**config.mk**
```make
export PLATFORM = sky130hd
export DESIGN_NAME = systolic_result_drain_flat
export DESIGN_NICKNAME = d
export VERILOG_FILES = /design/src/rtl/simax_pkg.sv /design/src/rtl/systolic_result_drain_if.sv /design/src/rtl/systolic_result_drain_fifo.sv /design/src/rtl/systolic_result_drain.sv /design/src/flat_wrapper.sv
export SDC_FILE = /design/constraint.sdc
export NUM_CORES = 1
export LEC_CHECK = 0
export CAP_MARGIN = 20
export CORE_ASPECT_RATIO = 1.25
export CORE_UTILIZATION = 45
export CTS_CLUSTER_SIZE = 40
export DETAILED_ROUTE_END_ITERATION = 7
export GPL_TIMING_DRIVEN = 0
export PLACE_DENSITY_LB_ADDON = 0.05
export RECOVER_POWER = 25
export SYNTH_ARGS = -nofsm -noshare
export SYNTH_HDL_FRONTEND = slang
export SYNTH_HIERARCHICAL = 1
export SYNTH_SLANG_ARGS = --single-unit
```
**constraint.sdc**
```tcl
create_clock -name clk -period 38.8 [get_ports clk]
set_input_delay 9.7 -clock clk [delete_from_list [all_inputs] [get_ports clk]]
set_output_delay 9.7 -clock clk [all_outputs]
set_load 0.005 [all_outputs]
```
**src/rtl/simax_pkg.sv**
```systemverilog
// Shared encodings for the systolic-array slice.
// ctrl_state_e  : controller global_state (shared with fsm_controller)
// drain_state_e : result-drain FSM states
package simax_pkg;

  typedef enum logic [1:0] {
    S_IDLE   = 2'd0,
    S_LOAD_X = 2'd1,
    S_MAC    = 2'd2,
    S_STORE  = 2'd3
  } ctrl_state_e;

  typedef enum logic [1:0] {
    D_IDLE    = 2'd0,
    D_CAPTURE = 2'd1,
    D_FLUSH   = 2'd2
  } drain_state_e;

endpackage

```
**src/rtl/systolic_result_drain_if.sv**
```systemverilog
// Result stream from the drain block to the write-back path.
// out_data    : buffered accumulator row (column 0 in LSBs)
// out_row_idx : row index of out_data
// out_valid   : head row present
// out_ready   : downstream accepts
// out_last    : head is the final row of a pass
// master = drain side (producer), slave = write-back side (consumer).
interface systolic_result_drain_if #(
  parameter int COLS  = 4,
  parameter int ACC_W = 32,
  parameter int ROWS  = 4
);
  localparam int IDX_W = $clog2(ROWS);

  logic [COLS*ACC_W-1:0] out_data;
  logic [IDX_W-1:0]      out_row_idx;
  logic                  out_valid;
  logic                  out_ready;
  logic                  out_last;

  modport master (
    output out_data, out_row_idx, out_valid, out_last,
    input  out_ready
  );

  modport slave (
    input  out_data, out_row_idx, out_valid, out_last,
    output out_ready
  );
endinterface

```
**src/rtl/systolic_result_drain_fifo.sv**
```systemverilog
// sync_row_fifo: single-clock FIFO, head visible on rdata without a read cycle.
// clk, rst_n (sync, active-low), push/wdata, pop, rdata (head), full, empty.
// A push while full is accepted only if a pop happens in the same cycle.
// Pointers carry one extra wrap bit so full/empty are told apart by the MSB.
module sync_row_fifo #(
  parameter int WIDTH = 8,
  parameter int DEPTH = 4
) (
  input  logic             clk,
  input  logic             rst_n,
  input  logic             push,
  input  logic [WIDTH-1:0] wdata,
  input  logic             pop,
  output logic [WIDTH-1:0] rdata,
  output logic             full,
  output logic             empty
);
  localparam int AW = $clog2(DEPTH);
  localparam int PW = AW + 1;

  logic [WIDTH-1:0] mem_r [DEPTH];
  logic [PW-1:0]    wr_ptr_r;
  logic [PW-1:0]    rd_ptr_r;
  logic             do_push_s;
  logic             do_pop_s;

  assign empty     = (wr_ptr_r == rd_ptr_r);
  assign full      = (wr_ptr_r[PW-1] != rd_ptr_r[PW-1]) &&
                     (wr_ptr_r[AW-1:0] == rd_ptr_r[AW-1:0]);
  assign do_pop_s  = pop && !empty;
  assign do_push_s = push && (!full || do_pop_s);
  assign rdata     = mem_r[rd_ptr_r[AW-1:0]];

  // Storage and pointer update; storage is cleared so the head reads zero after reset.
  always_ff @(posedge clk) begin
    if (!rst_n) begin
      wr_ptr_r <= '0;
      rd_ptr_r <= '0;
      for (int i = 0; i < DEPTH; i++) begin
        mem_r[i] <= '0;
      end
    end else begin
      if (do_push_s) begin
        mem_r[wr_ptr_r[AW-1:0]] <= wdata;
        wr_ptr_r <= wr_ptr_r + PW'(1);
      end
      if (do_pop_s) begin
        rd_ptr_r <= rd_ptr_r + PW'(1);
      end
    end
  end
endmodule

```
**src/rtl/systolic_result_drain.sv**
```systemverilog
// systolic_result_drain: captures one accumulator row per cycle while the
// controller is in S_STORE, buffers rows, streams them out valid/ready.
// clk, rst_n (sync, active-low)
// global_state, cycle : controller state and per-state cycle count
// acc_row_in          : bottom-edge accumulator row from the PE array
// res                 : result stream (master modport)
// busy                : drain FSM active
// drain_done          : one-cycle pulse when a pass is captured and emitted
// overflow            : sticky, a row was dropped (cleared on S_LOAD_X)
module systolic_result_drain
  import simax_pkg::*;
#(
  parameter int ROWS       = 4,
  parameter int COLS       = 4,
  parameter int CYCLE_W    = 5,
  parameter int ACC_W      = 32,
  parameter int FIFO_DEPTH = 4
) (
  input  logic                   clk,
  input  logic                   rst_n,
  input  logic [1:0]             global_state,
  input  logic [CYCLE_W-1:0]     cycle,
  input  logic [COLS*ACC_W-1:0]  acc_row_in,
  systolic_result_drain_if.master res,
  output logic                   busy,
  output logic                   drain_done,
  output logic                   overflow
);
  localparam int IDX_W = $clog2(ROWS);
  localparam int CNT_W = $clog2(ROWS + 1);
  localparam int ROW_W = COLS * ACC_W;
  localparam int ENT_W = ROW_W + IDX_W;

  drain_state_e     state_r;
  drain_state_e     state_nxt_s;
  logic [CNT_W-1:0] rows_cap_r;
  logic             overflow_r;
  logic             cap_s;
  logic             pop_s;
  logic             drop_s;
  logic             fifo_full_s;
  logic             fifo_empty_s;
  logic [ENT_W-1:0] head_s;
  logic             busy_s;
  logic             drain_done_s;

  assign cap_s  = (global_state == S_STORE) && (cycle < CYCLE_W'(ROWS)) &&
                  (rows_cap_r < CNT_W'(ROWS));
  assign pop_s  = !fifo_empty_s && res.out_ready;
  // Full with no same-cycle pop: row is lost but still counted as captured.
  assign drop_s = cap_s && fifo_full_s && !pop_s;

  sync_row_fifo #(
    .WIDTH (ENT_W),
    .DEPTH (FIFO_DEPTH)
  ) u_fifo (
    .clk   (clk),
    .rst_n (rst_n),
    .push  (cap_s),
    .wdata ({acc_row_in, cycle[IDX_W-1:0]}),
    .pop   (pop_s),
    .rdata (head_s),
    .full  (fifo_full_s),
    .empty (fifo_empty_s)
  );

  assign res.out_data    = head_s[ENT_W-1:IDX_W];
  assign res.out_row_idx = head_s[IDX_W-1:0];
  assign res.out_valid   = !fifo_empty_s;
  assign res.out_last    = !fifo_empty_s && (head_s[IDX_W-1:0] == IDX_W'(ROWS - 1));

  // Rows captured this pass; a new pass starts at S_LOAD_X.
  always_ff @(posedge clk) begin
    if (!rst_n) begin
      rows_cap_r <= '0;
    end else if (global_state == S_LOAD_X) begin
      rows_cap_r <= '0;
    end else if (cap_s) begin
      rows_cap_r <= rows_cap_r + CNT_W'(1);
    end
  end

  // Sticky drop flag, cleared at the start of a new pass.
  always_ff @(posedge clk) begin
    if (!rst_n) begin
      overflow_r <= 1'b0;
    end else if (global_state == S_LOAD_X) begin
      overflow_r <= 1'b0;
    end else if (drop_s) begin
      overflow_r <= 1'b1;
    end
  end

  // Drain FSM state register.
  always_ff @(posedge clk) begin
    if (!rst_n) begin
      state_r <= D_IDLE;
    end else begin
      state_r <= state_nxt_s;
    end
  end

  // Drain FSM next state; leaving S_STORE early (incl. to S_IDLE) ends capture.
  always_comb begin
    state_nxt_s = state_r;
    case (state_r)
      D_IDLE: begin
        if (cap_s) state_nxt_s = D_CAPTURE;
        else       state_nxt_s = D_IDLE;
      end
      D_CAPTURE: begin
        if ((rows_cap_r == CNT_W'(ROWS)) || (global_state != S_STORE))
          state_nxt_s = D_FLUSH;
        else
          state_nxt_s = D_CAPTURE;
      end
      D_FLUSH: begin
        if (cap_s)             state_nxt_s = D_CAPTURE;
        else if (fifo_empty_s) state_nxt_s = D_IDLE;
        else                   state_nxt_s = D_FLUSH;
      end
      default: state_nxt_s = D_IDLE;
    endcase
  end

  // Drain FSM outputs; drain_done marks the FLUSH->IDLE cycle only.
  always_comb begin
    busy_s       = 1'b0;
    drain_done_s = 1'b0;
    case (state_r)
      D_IDLE: begin
        busy_s       = 1'b0;
        drain_done_s = 1'b0;
      end
      D_CAPTURE: begin
        busy_s       = 1'b1;
        drain_done_s = 1'b0;
      end
      D_FLUSH: begin
        busy_s       = 1'b1;
        drain_done_s = fifo_empty_s && !cap_s;
      end
      default: begin
        busy_s       = 1'b0;
        drain_done_s = 1'b0;
      end
    endcase
  end

  assign busy       = busy_s;
  assign drain_done = drain_done_s;
  assign overflow   = overflow_r;
endmodule

```
**src/flat_wrapper.sv**
```systemverilog
// flat-port wrapper written by rule: the top's interface ports become plain ports
module systolic_result_drain_flat import simax_pkg::*;
#(
  parameter int ROWS       = 4,
  parameter int COLS       = 4,
  parameter int CYCLE_W    = 5,
  parameter int ACC_W      = 32,
  parameter int FIFO_DEPTH = 4
)
  (clk, rst_n, global_state, cycle, acc_row_in, busy, drain_done, overflow, res_out_data, res_out_row_idx, res_out_valid, res_out_last, res_out_ready);
  systolic_result_drain_if #(.COLS(COLS), .ACC_W(ACC_W), .ROWS(ROWS)) res_i ();
  input  logic clk;
  input  logic rst_n;
  input  logic [1:0] global_state;
  input  logic [CYCLE_W-1:0] cycle;
  input  logic [COLS*ACC_W-1:0] acc_row_in;
  output logic busy;
  output logic drain_done;
  output logic overflow;
  output wire logic [$bits(res_i.out_data)-1:0] res_out_data;
  output wire logic [$bits(res_i.out_row_idx)-1:0] res_out_row_idx;
  output wire logic [$bits(res_i.out_valid)-1:0] res_out_valid;
  output wire logic [$bits(res_i.out_last)-1:0] res_out_last;
  input wire logic [$bits(res_i.out_ready)-1:0] res_out_ready;
  assign res_out_data = res_i.out_data;
  assign res_out_row_idx = res_i.out_row_idx;
  assign res_out_valid = res_i.out_valid;
  assign res_out_last = res_i.out_last;
  assign res_i.out_ready = res_out_ready;
  systolic_result_drain #(.ROWS(ROWS), .COLS(COLS), .CYCLE_W(CYCLE_W), .ACC_W(ACC_W), .FIFO_DEPTH(FIFO_DEPTH)) u_core (.clk(clk), .rst_n(rst_n), .global_state(global_state), .cycle(cycle), .acc_row_in(acc_row_in), .res(res_i), .busy(busy), .drain_done(drain_done), .overflow(overflow));
endmodule
```
* Yosys cells after proc, flatten, opt, wreduce, memory -nomap -nowiden *
Memories as Yosys holds them, arrays and structs flattened. A register that Yosys moved wholly into a read port is not among the register bits.
Index checks and enable logic that the tools add are counted.
Widths: inputs -> output; s select.

word-level totals
  bits in latches = 0
  ROM bits = 0
  output and inout port bits = 135
  RAM bits = 520
  register bits = 12
  memories kept = 1

operators by class
  add/subtract/negate cells = 3
  multiplexer cells = 16
  equal/unequal tests = 10
  bitwise logic cells = 1
  multiply operators = 0
  $lt $le $gt $ge = 2
  divide/modulo/power cells = 0
  reductions and logical operators = 20
  shifts and indexed selects = 0

memories
  memory               depth  width  rd ports  clocked after Yosys merged registers in  write ports  line                              RTL
  u_core.u_fifo.mem_r  4      130    1         1                                        4            systolic_result_drain_fifo.sv:21  logic [WIDTH-1:0] mem_r [DEPTH];

operators with widths
  cell                 number
  $mux 130             1
  $reduce_or 130->1    1
  $mux 2               6
  $logic_and 1x1->1    10
  $add 3x1->3 const B  3
  $mux 1               8
  $eq 2x2->1 const B   3
  $pmux 2 s3           1
  $lt 5x3->1 const B   1
  $eq 2x1->1 const B   2
  $logic_not 1->1      4
  $reduce_or 2->1      2
  $eq 3x3->1           1
  $eq 3x3->1 const B   1
  $lt 3x3->1 const B   1
  $eq 2x2->1           1
  $logic_not 2->1      1
  $logic_or 1x1->1     2
  $ne 2x2->1 const B   1
  $ne 1x1->1           1
  $not 1->1            1

* Logic depth before layout (Yosys ltp) *
  depth after elaboration = 11
  gate-level depth with buffers = 12

* Cells and area by module *
The synthesis kept the hierarchy.

modules (own cells, without submodules)
  module                 sequential area each (um2)  area each (um2)  cells an instance  instances
  sync_row_fifo          15775.1                     24583.6          1492               1
  systolic_result_drain  120.1                       457.9            48                 1

* Worst setup path after synthesis *
Ideal clock, no wire load.

  path type = in2reg
  from = input port cycle[4]
  to = memory u_core/u_fifo/mem_r[0][0] in the netlist's numbering (enable)
  arrival = 19.985 ns
  slack = 18.016 ns
  stages on the path = 8
  library setup time = 0.799 ns
  cells stage by stage = nor4_4 and2_4 buf_8 nand2_1 a41o_1 buf_4 buf_4 o21ai_0

RTL lines
  element             line                              RTL
  start: declaration  flat_wrapper.sv:15                input logic [CYCLE_W-1:0] cycle;
  end: declaration    systolic_result_drain_fifo.sv:21

* Worst setup path after layout *
  from = input port cycle[4]
  to = output port drain_done

between the ends
  cells in the longest elaborated chain, start to end = 6

RTL lines
  element                         line                          RTL
  $lt 5x3->1                      systolic_result_drain.sv:47   assign cap_s = (global_state == S_STORE) && (cycle < CYCLE_W'(ROWS)) &&
  $logic_and 1x1->1 (2 in a row)  systolic_result_drain.sv:47
  named net u_core.cap_s          systolic_result_drain.sv:38   logic cap_s;
  $logic_not 1->1                 systolic_result_drain.sv:141  drain_done_s = fifo_empty_s && !cap_s;
  $logic_and 1x1->1               systolic_result_drain.sv:141
  $mux 1                          systolic_result_drain.sv:130  case (state_r)
  end: declaration                flat_wrapper.sv:18            output logic drain_done;

The timed path passes the listed nets, and every way through them passes these cells.

==> key figures <==
Global route
  – First-pass GRT wire length: 97.4 mm
  – Largest net degree at the start of global routing: 23
  – GRT Total Usage: 0.236
  – Initial antenna violation count: 6
  – Number of global-route vias before repair: 15600
  – Congestion Overflow GR: 0

Logic synthesis
  – EDFF count, synth: 520
  – Sequential area share after synthesis: 0.635
  – Area leader, netlist: edfxtp_1
  – Yosys top cell area share: 0.624
  – Mean post-synth cell area: 16.3 µm²
  – Top cells by area in the synthesized netlist: edfxtp_1 62%, nor3_2 14%, mux4_2 12%
  – Mapped Nets: 1686
  – Post-synthesis cell count: 1540
  – Synth warnings: 6
  – Ys flop type: edfxtp_1
  – Seq cells post-synth: 534
  – Synthesized cell area: 25000 µm²
  – Post-synth ARST share: 0
  – Library cells used by synthesis: 39

STA
  – Hold Slack: 0.494 ns
  – Unrepaired setup endpoints after global routing: no
  – Layout Skew: 0.0198 ns
  – Final hold viol count: 0
  – Relative slew slack: 0.217
  – Final setup violation count: 0
  – Slew Viols, Final: 0
  – PnR worst setup slack: 16.92 ns
  – Post-route minimum period: 21.88 ns
  – Fmax: 45.7 MHz
  – Period utilization: 0.564
  – Actual slew at the worst max-slew pin: 1.18 ns
  – Setup tns final: 0 ns

Power and ir drop
  – Total power: 1.24 mW
  – Power density over the cells: 40.6 nW/µm²
  – Worst IR drop on VDD: 0.0000366 V
  – Leak Pwr: 10.3 nW

Detailed routing
  – Routed wire per std cell: 24.5 µm
  – DR vias: 14500
  – Number of vias per cell: 5.43
  – Initial DRC Count: 751
  – Routed WL: 65.6 mm
  – Drt drc: 0
  – Post-route ant nets: 0
  – 1st-pass router iterations: 5

Final layout
  – Multi-input gate area: 7500 µm²
  – Layout overhead on the synthesized area: 22.0%
  – FF/Latch Area: 15900 µm²
  – Nets: 2042
  – FILL cells: 4635
  – Non-Filler Instances: 2677
  – Antenna diodes: 0
  – Share of cells above drive strength 1: 0.304
  – Final core utilization: 0.557
  – Final instance area: 30500 µm²

Floorplan
  – Chip Width: 213 µm
  – FP Rows: 96
  – I/O Pins: 273
  – Effective utilization at floorplan: 0.456
  – Die Y: 266 µm
  – Core area: 54900 µm²
  – Die area: 56600 µm²

Placement
  – Placed cell area: 29400 µm²
  – DP Cell Count: 2575
  – Port Buffers: 272
  – Setup WS pre-CTS: 17.70 ns
  – GP Congestion: 0.768
  – DP HPWL: 42.4 mm

Setup path
  – Crit path required time: 29.10 ns
  – Crit Path Class: in -> out
  – Critical Path AT: 12.18 ns
  – Nature of the critical path startpoint: input port
  – Crit path max fanout: 7
  – R2r startpoint: u_core/u_fifo/wr_ptr_r[1]$_SDFFE_PN0P_
  – Crit end category: primary output
  – R2R setup slack: 34.14 ns
  – FF-to-FF path depth: 14
  – Reg2reg end: u_core/u_fifo/mem_r[0][55]$_SDFFCE_PN0P_

Job
  – Max-cap violation count: 0

Clocking
  – Clock transition at path regs: 0.06 ns
  – H-Tree Depth: 2
  – Post CTS Setup Buffer Count: 0
  – Cts bufs inserted: 54
  – Clock latency on the worst-skew pair: 0.61 ns
  – CTS tree: built
  – Clock Sinks: 534
  – Post_cts resized: 0
  – Clock buffer depth: 3
  – Root buffer cell: clkbuf_16
  – CTS Hold Bufs: 0

Worst hold path
  – HP Class: reg -> reg
  – Worst hold stages: 2
  – Hold-critical path endpoint: u_core/overflow$_SDFFE_PP0P_
  – Worst min-delay path startpoint: u_core/overflow$_SDFFE_PP0P_

Outcome
  – Status: completed
[cells in the mapped netlist, drive strengths merged, types with 5 or more instances]
| master | count |
|---|---|
| buf | 100 |
| mux2i | 7 |
| inv | 140 |
| ha | 8 |
| nor3 | 391 |
| edfxtp | 520 |
| dfxtp | 14 |
| nand2b | 7 |
| nor2 | 136 |
| nand2 | 14 |
| o21ai | 5 |
| clkbuf | 38 |
| mux4 | 130 |
[critical path: stages]
cell and delay, ns:
dlygate4sd3_1 0.54, nor4_1 0.65, and2_2 0.25, clkbuf_1 0.48, nor3_1 0.09, clkdlybuf4s50_1 0.47
[layout make-up]
class,instances,area share
repair buffers,300,0.111
clock buffers,68,0.0469
multi-input cells,728,0.246
well taps,735,0.0301
clock inverters,34,0.00909
plain buffers,138,0.0194
inverters,140,0.0172
flip-flops and latches,534,0.520
[where the power goes]
part	switching [mW]	total, mW	internal [mW]
Combinational	0.0430	0.0781	0.0352
Clock	0.221	0.510	0.288
Sequential	0.00421	0.652	0.648
[kinds of logic (layout without fill, tap and decap cells)]
| family | after synthesis | in the layout | synth area share |
|---|---|---|---|
| flip-flops | 534 | 534 | 0.635 |
| AO/OA/AOI/OAI | 21 | 21 | 0.00735 |
| AND/OR/NAND/NOR | 556 | 556 | 0.173 |
| XOR/XNOR | 6 | 6 | 0.00240 |
| adder cells (fa/ha/maj) | 8 | 8 | 0.00400 |
| multiplexers | 137 | 137 | 0.120 |
| buffers and inverters | 278 | 680 | 0.0585 |
[how the worst max path moves through the flow]
stage | start | end | cells past startpoint
global route | cycle[4] | drain_done | 6
CTS | global_state[1] | drain_done | 7
floorplan | cycle[4] | u_core/u_fifo/mem_r[0][0]$_SDFFCE_PN0P_ | 8
finish | cycle[4] | drain_done | 6
detailed placement | global_state[1] | drain_done | 7
global placement | cycle[4] | u_core/u_fifo/mem_r[1][80]$_SDFFCE_PN0P_ | 9
[layout by cell type (no fill, tap or decap), drive strengths merged, types with 8 or more instances in the layout]
cell type        n
clkdlybuf4s50  267
mux4           130
nand2           14
clkinv          26
inv            142
dfxtp           14
ha               8
clkbuf         163
edfxtp         520
nor3           391
nor2           136
buf             71
[layer usage]
| metal | wire, µm | vias to the layer above | GRT usage | part of all wire |
|---|---|---|---|---|
| met5 | 62 | - | 0 | 0.00094 |
| met4 | 1980 | 12 | 0.0770 | 0.030 |
| met3 | 3680 | 114 | 0.0431 | 0.056 |
| met2 | 32800 | 400 | 0.392 | 0.50 |
| met1 | 27100 | 7500 | 0.312 | 0.41 |
| li1 | - | 6517 | - | - |
[registers in the layout, indices dropped and copies added (netlist names), named ones only]
register	cells
u_core/overflow	1
u_core/u_fifo/rd_ptr_r	3
u_core/rows_cap_r	3
u_core/state_r	2
u_core/u_fifo/wr_ptr_r	3
u_core/u_fifo/mem_r	520
Note: power is estimated with default switching activity, not from simulation.
